$ cat config.mk
export PLATFORM = sky130hd
export DESIGN_NAME = svt_nibble_packer
export DESIGN_NICKNAME = d
export VERILOG_FILES = /design/src/rtl/svt_pack_pkg.sv /design/src/rtl/svt_nibble_packer.sv
export SDC_FILE = /design/constraint.sdc
export NUM_CORES = 1
export LEC_CHECK = 0
export BUFFER_PORTS_ARGS = -buffer_cell sky130_fd_sc_hd__buf_2
export CORE_MARGIN = 3
export CORE_UTILIZATION = 50
export CTS_CLUSTER_DIAMETER = 40
export DETAILED_ROUTE_END_ITERATION = 10
export GPL_ROUTABILITY_DRIVEN = 0
export PLACE_DENSITY = 0.76
export SETUP_SLACK_MARGIN = 0.15
export SYNTH_ARGS = -nofsm -noshare
export SYNTH_HDL_FRONTEND = slang
export SYNTH_SLANG_ARGS = --single-unit
$ cat constraint.sdc
create_clock -name clk -period 4.7 [get_ports clk]
set_input_delay 0.47 -clock clk [delete_from_list [all_inputs] [get_ports clk]]
set_output_delay 0.47 -clock clk [all_outputs]
set_load 0.02 [all_outputs]
$ cat src/rtl/svt_pack_pkg.sv
// Shared types for the nibble packer.
//   nib_t      : 4-bit nibble
//   byte_t     : 8-bit packed byte
//   pk_state_t : packer occupancy state
//   pack_nib() : joins two nibbles into a byte, choosing which nibble goes low
package svt_pack_pkg;

  typedef logic [3:0] nib_t;
  typedef logic [7:0] byte_t;

  typedef enum logic [1:0] {
    S_EMPTY = 2'd0,
    S_HALF  = 2'd1,
    S_FULL  = 2'd2
  } pk_state_t;

  // first_low=1: first nibble lands in bits [3:0]; otherwise in bits [7:4].
  function automatic byte_t pack_nib(input nib_t first, input nib_t second,
                                     input logic first_low);
    if (first_low) return (byte_t'(second) << 4) | byte_t'(first);
    else           return (byte_t'(first) << 4)  | byte_t'(second);
  endfunction

endpackage

$ cat src/rtl/svt_nibble_packer.sv
// Packs a valid/ready stream of 4-bit nibbles into a registered valid/ready
// stream of bytes. in_last closes the current byte early, filling the missing
// second half with PAD_NIBBLE.
// Ports:
//   clk, rst_n            clock, asynchronous active-low reset
//   in_valid/in_ready     nibble handshake
//   in_nib, in_last       nibble data and early-close flag
//   out_valid/out_ready   byte handshake
//   out_byte, out_pad     packed byte, 1 when its second half is padding
//   out_cnt               bytes consumed downstream, wrapping
module svt_nibble_packer #(
  parameter bit         NIB_FIRST_LOW = 1'b1,
  parameter logic [3:0] PAD_NIBBLE    = 4'h0,
  parameter int         CNT_W         = 16
) (
  input  logic             clk,
  input  logic             rst_n,
  input  logic             in_valid,
  output logic             in_ready,
  input  logic [3:0]       in_nib,
  input  logic             in_last,
  output logic             out_valid,
  input  logic             out_ready,
  output logic [7:0]       out_byte,
  output logic             out_pad,
  output logic [CNT_W-1:0] out_cnt
);

  import svt_pack_pkg::*;

  // Local nibble type deliberately shadows the package one.
  typedef logic [3:0] nib_t;

  pk_state_t        state_q;
  nib_t             held_q;
  byte_t            byte_q;
  logic             pad_q;
  logic [CNT_W-1:0] cnt_q;

  logic accept;
  logic pop;

  // Ready depends only on occupancy and downstream ready, never on in_valid.
  assign in_ready  = (state_q != S_FULL) || out_ready;
  assign out_valid = (state_q == S_FULL);
  assign accept    = in_valid && in_ready;
  assign pop       = out_valid && out_ready;

  assign out_byte = byte_q;
  assign out_pad  = pad_q;
  assign out_cnt  = cnt_q;

  always_ff @(posedge clk or negedge rst_n) begin
    if (!rst_n) begin
      state_q <= S_EMPTY;
      held_q  <= 4'h0;
      byte_q  <= 8'h00;
      pad_q   <= 1'b0;
      cnt_q   <= '0;
    end else begin
      if (pop) cnt_q <= cnt_q + CNT_W'(1);
      case (state_q)
        S_HALF: begin
          // in_last is irrelevant here: the byte closes either way.
          if (accept) begin
            byte_q  <= pack_nib(held_q, in_nib, NIB_FIRST_LOW);
            pad_q   <= 1'b0;
            state_q <= S_FULL;
          end
        end
        S_EMPTY, S_FULL: begin
          // A popping S_FULL behaves as S_EMPTY for the incoming nibble,
          // so streaming never loses a cycle.
          if ((state_q == S_EMPTY) || pop) begin
            if (accept && in_last) begin
              byte_q  <= pack_nib(in_nib, PAD_NIBBLE, NIB_FIRST_LOW);
              pad_q   <= 1'b1;
              state_q <= S_FULL;
            end else if (accept) begin
              held_q  <= in_nib;
              state_q <= S_HALF;
            end else begin
              state_q <= S_EMPTY;
            end
          end
        end
        default: state_q <= S_EMPTY;
      endcase
    end
  end

endmodule

==> Word level (Yosys, flattened, before mapping) <==
Index checks and enable logic that the tools add are counted.
{ "classes": {"muxes": 13, "n_reduce_logical": 11, "n_eq_ne": 6, "add_sub_neg": 1, "n_bitwise": 2} }
{ "ops": {"columns": ["op", "count"], "rows": [
  ["2-to-1 mux 8 bit", 3],
  ["adder 16 x 1 -> 16 bit (second input constant)", 1],
  ["case mux 8 bit (2 select lines)", 1],
  ["!= test 2 bit (second input constant)", 4],
  ["bitwise OR 8 x 4 -> 8 bit", 1],
  ["AND reduction 4 bit", 2],
  ["2-to-1 mux 2 bit", 3],
  ["2-to-1 mux 1 bit", 4],
  ["case mux 2 bit (2 select lines)", 1],
  ["logical AND 1 bit", 3],
  ["== test 2 x 1 -> 1 bit (second input constant)", 1],
  ["== test 2 bit (second input constant)", 1],
  ["logical NOT 2 bit", 1],
  ["logical OR 1 bit", 2],
  ["case mux 1 bit (2 select lines)", 1],
  ["AND reduction 2 bit", 1],
  ["nonzero test 2 bit", 1],
  ["OR reduction 2 bit", 1],
  ["inverter 1 bit", 1]
]} }
{ "totals": {"inputBits": 9, "regBits": 31} }

==> Depth between registers and ports, before layout <==
Gate-level depths: netlist of run 1.
{ "depth": {"depth_word": 7, "mapped_depth": 5} }

==> Least setup slack after synthesis of run 1 <==
OpenSTA, ideal clock, no wires.
{ "synth_path": {"kind": "register -> register", "startpoint": "reg cnt_q[0], in the netlist out_cnt[0]", "endpoint": "reg cnt_q[14], in the netlist out_cnt[14]", "n_path_buf": 0, "slack_ns": 3.019, "setup_ns": 0.129, "arrival_ns": 1.551, "synth_period_minus_slack_ns": 1.681, "stages_incl_launch_ff": 6, "path_cell_list": "dfrtp_1 -> ha_1 -> and2_1 -> and4_4 -> or3b_1 -> xnor2_1"} }
{ "synth_via": {"elab_chain_len": 1} }
{ "synth_rtl": {"columns": ["element", "line_no", "rtl"], "rows": [
  ["from (decl)", "svt_nibble_packer.sv:38", "logic [CNT_W-1:0] cnt_q;"],
  ["from (signal assigned)", "svt_nibble_packer.sv:61", "if (pop) cnt_q <= cnt_q + CNT_W'(1);"],
  ["adder 16 x 1 -> 16 bit", "svt_nibble_packer.sv:61", null]
]} }
No other way between the ends.
A chain may end at the register's enable or synchronous reset.

==> Worst setup path after layout of run 1 <==
{ "layout_path": {"startpoint": "reg state_q[0]", "endpoint": "out in_ready"} }
{ "layout_via": {"elab_chain_len": 2} }
{ "layout_rtl": {"columns": ["element", "line_no", "rtl"], "rows": [
  ["from (decl)", "svt_nibble_packer.sv:34", "pk_state_t state_q;"],
  ["from (signal assigned)", "svt_nibble_packer.sv:55", "state_q <= S_EMPTY;"],
  ["from (signal assigned)", "svt_nibble_packer.sv:68", "state_q <= S_FULL;"],
  ["from (signal assigned)", "svt_nibble_packer.sv:78", "state_q <= S_FULL;"],
  ["!= test 2 bit", "svt_nibble_packer.sv:44", "assign in_ready = (state_q != S_FULL) || out_ready;"],
  ["logical OR 1 bit", "svt_nibble_packer.sv:44", null],
  ["to (decl)", "svt_nibble_packer.sv:19", "output logic in_ready,"]
]} }
No other way between the ends.

==> results by stage, run 1 <==
Status:
- The flow ran to the end, and the final reports show no timing, DRC or antenna violations.

Critical path:
- The critical setup path kind is register to primary output.
- The worst setup path is captured at a primary output.
- The worst endpoint data arrival time is 1.55 ns.
- For the worst flop-to-flop path, the logic depth is 4.
- The most critical setup path has its endpoint at in_ready.
- The highest fanout seen on the critical path is 13.
- The worst reg-to-reg setup slack is 2.80 ns.
- The endpoint of the worst-slack reg-to-reg timing path is out_byte[4].
- In this run the critical register-to-register path is launched from state_q[0].
- STA classifies the critical path startpoint as a register.
- Tracing the worst setup path back leads to its startpoint at state_q[0].
- The worst endpoint required time is 4.23 ns.

Yosys:
- Yosys attributes the largest share of cell area to sky130_fd_sc_hd__dfrtp_1, sky130_fd_sc_hd__xnor2_1, sky130_fd_sc_hd__mux2_2.
- The number of nets in the synthesized netlist is 131.
- The combinational family with the most area after synthesis is simple AND/OR/NAND/NOR gates.
- Synthesis produced 121 cells.
- The number of unique standard cell types used by synthesis is 29.
- After Yosys synthesis, and, or, nand and nor cells account for between 10% and 20% of the synthesized area.
- The adder-cell area share of the yosys netlist is less than 1%.
- The mux contribution to synthesized area is under 10%.
- The post-synthesis cell area is 1355 sq um.
- The area fraction of the dominant cell type after synthesis is 57.25%.
- Dividing the synthesized area by the synthesized cell count gives 11.20 sq um.
- The top cell type by total area after synthesis is sky130_fd_sc_hd__dfrtp_1.
- The synthesis-stage register bit count is 31.
- Summing the sequential cell areas from Yosys gives a little under three fifths of the chip area.
- The warning count from the yosys run is 0.
- The area fraction in compound gates after synthesis is 6.187%.
- The xor and xnor area share after synthesis is 9.695%.

CTS:
- The number of gates resized after CTS is 0.
- The maximum buffer depth of the clock tree is 2.
- The root buffer cell chosen for the clock tree is sky130_fd_sc_hd__clkbuf_4.
- Post-CTS timing repair inserted 0 buffers for setup.
- The clock net sink count is 31.
- CTS built an H-tree with a depth of 2.
- TritonCTS built the clock tree.
- The later-pin clock latency in the skew report is 0.33 ns.
- Buffers inserted to repair hold after CTS numbered 0.
- After clock tree synthesis, the clock-pin slew on the worst setup and hold paths is 0.10 ns.
- The TritonCTS buffer count is 5.

Final layout:
- In the layout the commonest cells are sky130_fd_sc_hd__buf_2, sky130_fd_sc_hd__dfrtp_1, sky130_fd_sc_hd__xnor2_1.
- The antenna diode instance count is 0.
- The number of standard cells in the layout, taps in and fillers out is approximately 190.
- The most common cell after layout, fill and taps aside is sky130_fd_sc_hd__buf_2.
- The fraction of layout cells with a size suffix above 1 is between 30% and 40%.
- The layout has 216 filler cells.
- The net count of the finished layout is 170.
- Relative to the synthesized area, the layout overhead comes to 20.87%.

GRT:
- The number of global-route vias before repair was 987.
- Global routing consumed, over all layers together, 17.22% of the routing resources.
- The number of antenna violations at the first check in global routing came to 0.
- The sum of overflow across all layers after global routing is 0.
- Entering global routing, the biggest net connects 32 pins.
- The first global-routing pass estimated 4264 um of wire.

Timing:
- The hold violation total from the final report is 0.
- Setup repair after global routing left no endpoint under its margin.
- The worst path setup slack after routing is 2.676 ns.
- Between clock sinks in the finished design, the worst skew comes to around 0.0098 ns.
- Summed over all failing endpoints, the final setup total negative slack is 0 ns.
- After layout, the worst path uses 43.06% of the clock period.
- Measured against its own limit, the worst slew margin works out to about two fifths.
- The fmax is ~0.5 GHz.
- At the pin with the least slew margin, the transition time is approximately 0.90 ns.
- Setup violations remaining at the end of the flow were counted as 0.
- The count of pins over their slew limit came to 0.
- The minimum clock period after layout is 2.024 ns.

Placement:
- Counting tap cells, the placed design contains a total of approximately 180 instances.
- At the placement stage, the worst setup path has a slack of 2.818 ns.
- The post-DP HPWL is 1809 um.
- Port buffering added 35 buffers.

Routing:
- For this run, design rule violations remaining after detail routing come to 0.
- The number of iterations in the first detailed-routing pass is 4.
- For this block, the initial DRC count from the detailed router was 35.
- Summed over all layers, the routed wires come to 2431 um.
- After detailed routing, the average wire length per cell comes to 12.73 um.
- The count of antenna-violating nets left after detailed routing is 0.
- Dividing the detail-routed via count by the number of cells gives 5.199.
- The final route contains a little under 1000 vias.

Worst hold path:
- The path type of the worst min-delay path is input pin to asynchronous set/reset pin.

Pwr:
- The cell area power density is 468.1 nW/um^2.
- The overall power consumption is 0.7667 mW.
- The reported leakage power is 0.8201 nW.
- IR analysis of the VDD net gives a maximum drop of around 0.40 mV.

Floorplan:
- The number of core rows is 18.
- The y dimension of the die is around 58 um.
- The top-level port count is 36.
- Measured along the x axis, the die boundary spans 58.06 um.
- The die covers 3371 sq um.
- The placeable core region is 2522 sq um.
- The effective utilization at floorplan is 53.72%.

Job:
- The number of maximum-capacitance violations is 0.
-- logic make-up after synthesis --
kind of cell	Yosys count
AO/OA/AOI/OAI	14
XOR/XNOR	15
adder cells (fa/ha/maj)	1
buffers and inverters	12
flip-flops	31
multiplexers	9
AND/OR/NAND/NOR	39
-- routing by layer --
metal  wire length [um]  GRT usage, %  vias up
met5                  0             0        -
met4                 51         8.278        0
met3                160         7.350        6
met2               1139         27.10       33
met1               1079         20.23      464
li1                   -             -      490
-- worst max-delay path: stages, from the launching register on --
cell and delay (ns):
sky130_fd_sc_hd__dfrtp_1 0.55, sky130_fd_sc_hd__and2b_1 0.42, sky130_fd_sc_hd__nand2_1 0.09, sky130_fd_sc_hd__buf_2 0.16
-- final cells by class --
cell class / count / area, sq um / area share [%]
Timing Repair Buffer: 35 / 175.2 / 10.70
Clock inverter: 2 / 35.03 / 2.139
Clock buffer: 6 / 51.30 / 3.132
Inverter: 9 / 33.78 / 2.063
Multi-Input combinational cell: 78 / 529.3 / 32.31
Tap cell: 30 / 37.54 / 2.292
Sequential cell: 31 / 775.7 / 47.36
-- where the power goes --
| part | internal, mW | switching (mW) | total, mW |
|---|---|---|---|
| registers | 0.317 | 0.0467 | 0.364 |
| logic | 0.0748 | 0.113 | 0.188 |
| clock network | 0.126 | 0.0894 | 0.215 |
-- synthesized netlist by cell type --
| master | count |
|---|---|
| sky130_fd_sc_hd__a211oi_2 | 1 |
| sky130_fd_sc_hd__a21o_1 | 1 |
| sky130_fd_sc_hd__a21oi_1 | 5 |
| sky130_fd_sc_hd__a31oi_1 | 1 |
| sky130_fd_sc_hd__and2_1 | 1 |
| sky130_fd_sc_hd__and2b_1 | 1 |
| sky130_fd_sc_hd__and3_1 | 1 |
| sky130_fd_sc_hd__and4_1 | 2 |
| sky130_fd_sc_hd__and4_4 | 1 |
| sky130_fd_sc_hd__buf_1 | 1 |
| sky130_fd_sc_hd__buf_2 | 1 |
| sky130_fd_sc_hd__buf_4 | 1 |
| sky130_fd_sc_hd__dfrtp_1 | 31 |
| sky130_fd_sc_hd__ha_1 | 1 |
| sky130_fd_sc_hd__inv_1 | 9 |
| sky130_fd_sc_hd__mux2_2 | 5 |
| sky130_fd_sc_hd__mux2i_1 | 4 |
| sky130_fd_sc_hd__nand2_1 | 7 |
| sky130_fd_sc_hd__nand2b_1 | 1 |
| sky130_fd_sc_hd__nand3_1 | 9 |
| sky130_fd_sc_hd__nand4_1 | 4 |
| sky130_fd_sc_hd__nor2_1 | 9 |
| sky130_fd_sc_hd__nor3_1 | 1 |
| sky130_fd_sc_hd__nor4_1 | 1 |
| sky130_fd_sc_hd__o21ai_0 | 5 |
| sky130_fd_sc_hd__o31ai_1 | 1 |
| sky130_fd_sc_hd__or3b_1 | 1 |
| sky130_fd_sc_hd__xnor2_1 | 10 |
| sky130_fd_sc_hd__xor2_1 | 5 |
-- sequential cells by signal, summed over array words and instances (netlist names) --
register  count
out_cnt      16
state_q       2
held_q        4
out_pad       1
out_byte      8
-- worst min path at each step --
stage / from / end / slack, ns / cells after the start
2_1_floorplan: rst_n / held_q[0] / 0.17 / 0
3_3_place_gp: out_cnt[15] / out_cnt[15] / 0.45 / 1
3_5_place_dp: out_cnt[15] / out_cnt[15] / 0.46 / 1
4_1_cts: rst_n / state_q[0] / 0.17 / 1
5_1_grt: rst_n / state_q[0] / 0.17 / 1
6_report: rst_n / out_byte[7] / 0.16 / 1
-- stage by stage --
| step | util (%) | instance area, sq um | hold WS, ns |
|---|---|---|---|
| after detailed placement | 61.51 | 1551 | 0.4565 |
| after floorplan | - | 1355 | 0.1744 |
| after global routing | 64.93 | 1638 | 0.1745 |
| after CTS | 64.93 | 1638 | 0.1695 |
| after global placement | 61.51 | 1551 | 0.4548 |
| final | 64.93 | 1638 | 0.1615 |
Power figures use the tool's default switching activity.
==> run 2: changes to the inputs <==
==> constraint.sdc (replaced) <==
create_clock -name clk -period 2.04 [get_ports clk]
set_input_delay 0.204 -clock clk [delete_from_list [all_inputs] [get_ports clk]]
set_output_delay 0.204 -clock clk [all_outputs]
set_load 0.02 [all_outputs]
==> results by stage, run 2 (synthesis results as in run 1) <==
Critical path:
- The endpoint kind of the worst setup timing path is a register.
- The worst-case reg-to-reg path depth is 5.
- The worst endpoint required time is ~2.3 ns.
- Data on the critical path arrives at its endpoint at 1.85 ns.
- The endpoint of the worst-slack reg-to-reg timing path is out_cnt[14].
- The worst setup path is launched from a register.
- In this run the worst setup path terminates at out_cnt[14].
- The critical path is of the register to register type.
- The critical path goes through ha_1, and2_1, and4_4, or3b_1, xnor2_1.
- The worst flop-to-flop path startpoint is out_cnt[0].
- The largest single stage delay on the critical path is approximately 0.45 ns.
- The highest fanout seen on the critical path is 6.
- The worst reg-to-reg setup slack is 0.42 ns.
- Tracing the worst setup path back leads to its startpoint at out_cnt[0].
- The slowest stage of the critical path is the sky130_fd_sc_hd__dfrtp_1 cell.

CTS:
- The TritonCTS buffer count is 5.
- The maximum buffer depth of the clock tree is 2.
- The clock root buffer is sky130_fd_sc_hd__clkbuf_4.
- The H-tree generated during clock tree synthesis spans 2 levels.
- TritonCTS built the clock tree.
- The clock-pin slew on the worst setup and hold paths is 0.10 ns.
- The clock net sink count is 31.
- The later-pin clock latency in the skew report is 0.33 ns.

Job:
- Across the run, the number of max-cap violations was 0.

Pwr:
- In this run the power density over the cells is 1069 nW/um^2.
- The worst-case IR drop observed on VDD is between 0.7 and 0.8 mV.
- The reported leakage power is 0.8346 nW.

GRT:
- The first-pass GRT wire length is ~4200 um.
- The sum of overflow across all layers after global routing is 0.
- Entering global routing, the biggest net connects 32 pins.
- The number of antenna violations at the first check in global routing is 0.
- The total global-route track usage is between 15 and 20%.
- The number of global-route vias before repair was 955.

Routing:
- In the routed layout, each cell is associated on average with a via count of 5.191.
- After detailed routing, the average wire length per cell comes to 12.82 um.
- The residual DRC count is 0.
- The overall routed net length is between 2000 and 2500 um.
- The count of nets left with antenna violations once routing finished came out at 0.
- The number of iterations in the first detailed-routing pass is 6.
- The total number of vias is 1007.
- The starting DRC count in detailed routing is 30.

Final layout:
- After filler insertion, the fill cell instance count of the layout stands at 226.
- The most common cell after layout, fill and taps aside is sky130_fd_sc_hd__buf_2.
- For this run, the post-layout net count is 173.
- Summing all flip-flop and latch instances after layout gives 775.7 sq um.
- Excluding fillers, the count of instances in the completed layout stands at a little under 200.
- The flip-flop count of the largest register after layout is 16.
- The repair_antennas step left the layout with diodes totalling 0.
- The fraction of layout cells with a size suffix above 1 is 31.71%.
- Summing all multi-input logic gate instances after layout gives 529.3 sq um.
- In the layout the commonest cells are sky130_fd_sc_hd__buf_2, sky130_fd_sc_hd__dfrtp_1, sky130_fd_sc_hd__xnor2_1.
- The area growth from synthesis to layout is 22.71%.

Timing:
- Measured against its own limit, the worst slew margin works out to a little under three fifths.
- The minimum clock period after layout is roughly 1.6 ns.
- The fmax is 0.6182 GHz.
- The final-layout setup total negative slack is 0 ns.
- Between clock sinks in the finished design, the worst skew comes to 0.01241 ns.
- The hold violation total from the final report came to 0.
- Setup repair after global routing left no endpoint under its margin.
- For the pin with the worst max-slew slack, the measured transition is 0.6723 ns.
- The count of pins over their slew limit is 0.
- After layout, the worst path uses about four fifths of the clock period.
- The setup violation total in the final timing report is 0.

Floorplan:
- Measured along the x axis, the die boundary spans approximately 58 um.
- The effective utilization at floorplan is 53.72%.
- The full die area is 3371 sq um.
- After floorplanning, the core was divided into 18 placement rows.
- The top-level port count is 36.
- The y dimension of the die is 58.06 um.
- The placeable core region is 2522 sq um.

Placement:
- The number of buffers inserted by port buffering is 35.
- The total placed cells including tap cells is 185.
- Summed over all nets, the half-perimeter wirelength after detailed placement is 1810 um.

Worst hold path:
- The path type of the worst min-delay path is input pin to register.

Status:
- The flow ran to the end, and the final reports show no timing, DRC or antenna violations.
## run 2: final cells by class
cell class	instances	area share, %
clock inverter	2	2.107
clock buffer	6	3.085
sequential	31	46.65
timing repair buffer	38	12.04
multi-input combinational	78	31.83
tap	30	2.257
inverter	9	2.032
## run 2: stage by stage
stage / power (mW) / hold slack (ns) / utilization, % / setup slack, ns / instance area, sq um
final: 1.778 / 0.09090 / 65.92 / 0.4225 / 1663
after global placement: 1.275 / 0.2687 / 62.10 / 0.4701 / 1567
after CTS: 1.801 / 0.07164 / 65.92 / 0.4145 / 1663
after global routing: 1.876 / 0.08296 / 65.92 / 0.3518 / 1663
after detailed placement: 1.294 / 0.2754 / 62.10 / 0.4157 / 1567
after floorplan: 1.126 / -0.09159 / - / 0.3593 / 1355
## run 2: metal layers
metal / vias up / GRT usage [%] / part of all wire [%]
met5: - / 0 / 0
met4: 0 / 5.960 / 1.7
met3: 7 / 6.236 / 6.6
met2: 34 / 25.32 / 45
met1: 468 / 20.66 / 46
li1: 498 / - / -
## run 2: worst max-delay path, delay by kind of cell, from the launching register on
family,cells,cell delay [ns]
and+or+nand+nor,3,0.73
DFF,1,0.45
adders and majority gates,1,0.22
xor gates and xnor gates,1,0.13
## run 2: worst min-delay path by stage
stage	from	to	slack, ns	depth (start not counted)
after floorplan	rst_n	held_q[0]	-0.09	0
after global placement	rst_n	out_cnt[6]	0.27	1
after detailed placement	rst_n	out_cnt[6]	0.28	1
after CTS	in_valid	state_q[0]	0.07	2
after global routing	in_valid	state_q[0]	0.08	2
final	in_valid	state_q[0]	0.09	2
## run 2: power breakdown
group | internal (mW) | total [mW] | switching [mW]
sequential | 0.730 | 0.827 | 0.0965
combinational | 0.178 | 0.452 | 0.273
clock | 0.290 | 0.499 | 0.210
## run 2: repair_timing
item / in CTS / in global routing
hold buffers: 1 / 0
gates resized for setup: 0 / 0
hold endpoints to repair: 31 / 0
buffers inserted: 0 / 0
==> run 3: changes to the inputs <==
--- a/config.mk
+++ b/config.mk
@@ -7,11 +7,11 @@
 export LEC_CHECK = 0
 export BUFFER_PORTS_ARGS = -buffer_cell sky130_fd_sc_hd__buf_2
 export CORE_MARGIN = 3
-export CORE_UTILIZATION = 50
+export CORE_UTILIZATION = 46
 export CTS_CLUSTER_DIAMETER = 40
 export DETAILED_ROUTE_END_ITERATION = 10
 export GPL_ROUTABILITY_DRIVEN = 0
-export PLACE_DENSITY = 0.76
+export PLACE_DENSITY = 0.74
 export SETUP_SLACK_MARGIN = 0.15
 export SYNTH_ARGS = -nofsm -noshare
 export SYNTH_HDL_FRONTEND = slang
==> constraint.sdc (replaced) <==
create_clock -name clk -period 1.4 [get_ports clk]
set_input_delay 0.14 -clock clk [delete_from_list [all_inputs] [get_ports clk]]
set_output_delay 0.14 -clock clk [all_outputs]
set_load 0.02 [all_outputs]
==> results by stage, run 3 (synthesis results as in run 1) <==
Timing:
- Setup repair after global routing could not meet its margin everywhere.
- Across all setup checks in the final design, the least slack found is -0.1339 ns.
- Setup violations remaining at the end of the flow were counted as 12.
- The fmax is 0.6519 GHz.
- For the final database, setup skew stands at 0.007713 ns.
- The count of pins over their slew limit came to 0.
- The minimum clock period after layout is roughly 1.5 ns.
- At the pin with the least slew margin, the transition time is between 0.3 and 0.4 ns.
- The hold violation total from the final report is 0.
- The worst-case headroom to the max-slew limit is 74.24%.
- The share of the clock period used by the worst path after layout is 109.6%.

GRT:
- Across every metal layer, demand over resource in global routing totals 20.62%.
- The largest net degree at the start of global routing is 32.
- The first global-routing pass estimated 5423 um of wire.
- After global routing the overflow that remains totals 0.
- The number of antenna violations at the first check in global routing was 0.
- The number of global-route vias before repair is 1225.

Floorplan:
- After floorplanning, the core was divided into 19 placement rows.
- The y dimension of the die is 60.28 um.
- The full die area is between 3000 and 4000 sq um.
- The total area inside the core boundary comes to 2781 sq um.
- Pin placement for this block handled 36 I/O pins.
- The horizontal die dimension is 60.28 um.
- Once the floorplan was initialized, standard cells occupied 48.72% of the core.

Job:
- Max-cap violations in this run came to 0.

Pwr:
- The worst IR drop on VDD is 1.097 mV.
- The clock network burns 17.8% of the power.
- The analysis attributes to net switching a power of 0.9491 mW.
- The combinational group share of total power is 38.3%.
- The internal portion of the total power is 1.762 mW.
- The switching power as a share of total power is between 30% and 40%.
- The overall power consumption is 2.711 mW.
- The cell area power density is between 1000 and 1500 nW/um^2.
- The reported leakage power is 1.077 nW.
- Sequential cells account for a little over two fifths of the total power.

Placement:
- During placement, the flow inserted port buffers numbering 35.
- Once detailed placement completed, the half-perimeter wirelength came to around 2100 um.
- The total placed cells including tap cells is 208.
- The worst slack at placement is -0.06532 ns.
- After detailed placement, the total cell area comes to 1772 sq um.

Final layout:
- The most common cell after layout, fill and taps aside is sky130_fd_sc_hd__buf_2.
- Summing all non-filler instances in the final layout gives an area of about 2100 sq um.
- After the last flow step, the layout net total stands at a little over 200.
- The register with the most flip-flops in the layout has 16 of them.
- The antenna diode instance count is 0.
- In the layout the commonest cells are sky130_fd_sc_hd__buf_2, sky130_fd_sc_hd__dfrtp_1, sky130_fd_sc_hd__buf_4.
- Cells fill 74.76% of the core in the end.
- Of the cells placed in the final design, the portion with a size suffix greater than 1 is 55.96%.
- Relative to the synthesized area, the layout overhead comes to 53.46%.
- Leaving out filler cells and counting taps, the final layout contains around 220.

Routing:
- The residual DRC count is 0.
- Dividing the detail-routed wire length by the instance count gives 15.72 um.
- Dividing the detail-routed via count by the number of cells gives 5.161.
- The overall routed net length is roughly 3500 um.
- The count of antenna-violating nets left after detailed routing is 0.
- For this block, the initial DRC count from the detailed router was 32.
- For this block, the via count after detailed routing is 1156.
- The number of iterations in the first detailed-routing pass is 4.

Critical path:
- The worst setup path is launched from a register.
- The worst endpoint required time is between 1.5 and 2 ns.
- The critical setup path kind is register to register.
- The worst setup path is captured at a register.
- Data arrives at the worst endpoint at between 1.5 and 2 ns.
- The highest fanout seen on the critical path is 2.

CTS:
- The CTS tree is built.
- The TritonCTS buffer count is 5.
- CTS built an H-tree with a depth of 2.
- The later-pin clock latency in the skew report is 0.33 ns.
- The maximum buffer depth of the clock tree is 2.
- The clock root buffer is sky130_fd_sc_hd__clkbuf_4.
- The clock net sink count is 31.
- After clock tree synthesis, the clock-pin slew on the worst setup and hold paths is around 0.090 ns.

Status:
- The run finished, with violations left.
- The checks that failed: setup timing.

Worst hold path:
- The worst hold path belongs to the class input pin to register.
==> run 3: cell types whose count changed in the layout (fill, tap and decap cells not counted), moves of 4 or more <==
cell / change
sky130_fd_sc_hd__dfrtp_1: -5
sky130_fd_sc_hd__nor2_1: -4
sky130_fd_sc_hd__dfrtp_2: +5
sky130_fd_sc_hd__mux2_4: +4
sky130_fd_sc_hd__buf_4: +22
sky130_fd_sc_hd__nand3_1: -5
sky130_fd_sc_hd__buf_6: +9
sky130_fd_sc_hd__o21ai_0: -4
sky130_fd_sc_hd__nand3_2: +4
sky130_fd_sc_hd__mux2_2: -4
==> run 3: critical path, stage by stage, from the launching register on <==
cell                      delay [ns]
sky130_fd_sc_hd__dfrtp_2        0.40
sky130_fd_sc_hd__ha_4           0.14
sky130_fd_sc_hd__and2_4         0.14
sky130_fd_sc_hd__and4_4         0.22
sky130_fd_sc_hd__or3b_4         0.39
sky130_fd_sc_hd__xnor2_2        0.14
==> run 3: worst paths after layout <==
| path | startpoint | endpoint | cells past startpoint | slack [ns] |
|---|---|---|---|---|
| max in group asynchronous | rst_n | out_cnt[1] | 3 | 0.75 |
| worst min-delay path | in_nib[0] | out_byte[4] | 3 | 0.08 |
| min in group asynchronous | rst_n | out_cnt[12] | 3 | 0.35 |
| worst min register to register | out_cnt[15] | out_cnt[15] | 1 | 0.47 |
| worst max-delay path | out_cnt[1] | out_cnt[14] | 5 | -0.13 |
| worst max register to register | out_cnt[1] | out_cnt[14] | 5 | -0.13 |
==> run 3: layout make-up <==
type | instances | area, sq um
well taps | 31 | 38.79
multi-input cells | 78 | 718.2
flip-flops and latches | 31 | 782.0
repair buffers | 67 | 456.7
clock inverters | 1 | 5.005
clock buffers | 7 | 45.04
inverters | 9 | 33.78
fillers | 169 | 701.9
==> run 3: per-layer routing <==
layer / global-route usage, % / part of all wire (%)
met5: 0 / 0
met4: 13.61 / 2.0
met3: 4.968 / 4.7
met2: 31.79 / 51
met1: 25.48 / 42
==> run 3: power groups by stage <==
stage / sequential [mW] / clock, mW / combinational (mW)
after floorplan: 1.40 / 0 / 0.303
after global routing: 1.21 / 0.553 / 1.11
after global placement: 1.18 / 0 / 0.874
after detailed placement: 1.20 / 0 / 0.901
after CTS: 1.19 / 0.499 / 0.993
final: 1.19 / 0.482 / 1.04
==> run 3: what timing repair did <==
item                                   4_1_cts  5_1_grt
gates resized for setup                     33       16
endpoints found under the hold margin       31        0
hold buffers                                 1        0
gates cloned                                 1        0
buffers inserted                             6        0
setup endpoints to repair                   26       27
pin swaps                                   14        8
==> run 3: metrics by stage <==
| step | setup TNS (ns) | hold WS, ns |
|---|---|---|
| final | -0.3110 | 0.07593 |
| after detailed placement | -0.08063 | 0.1754 |
| after global routing | -1.663 | 0.05719 |
| after global placement | -0.02939 | 0.1655 |
| after floorplan | -0.1768 | -0.1556 |
| after CTS | -0.2476 | 0.05572 |
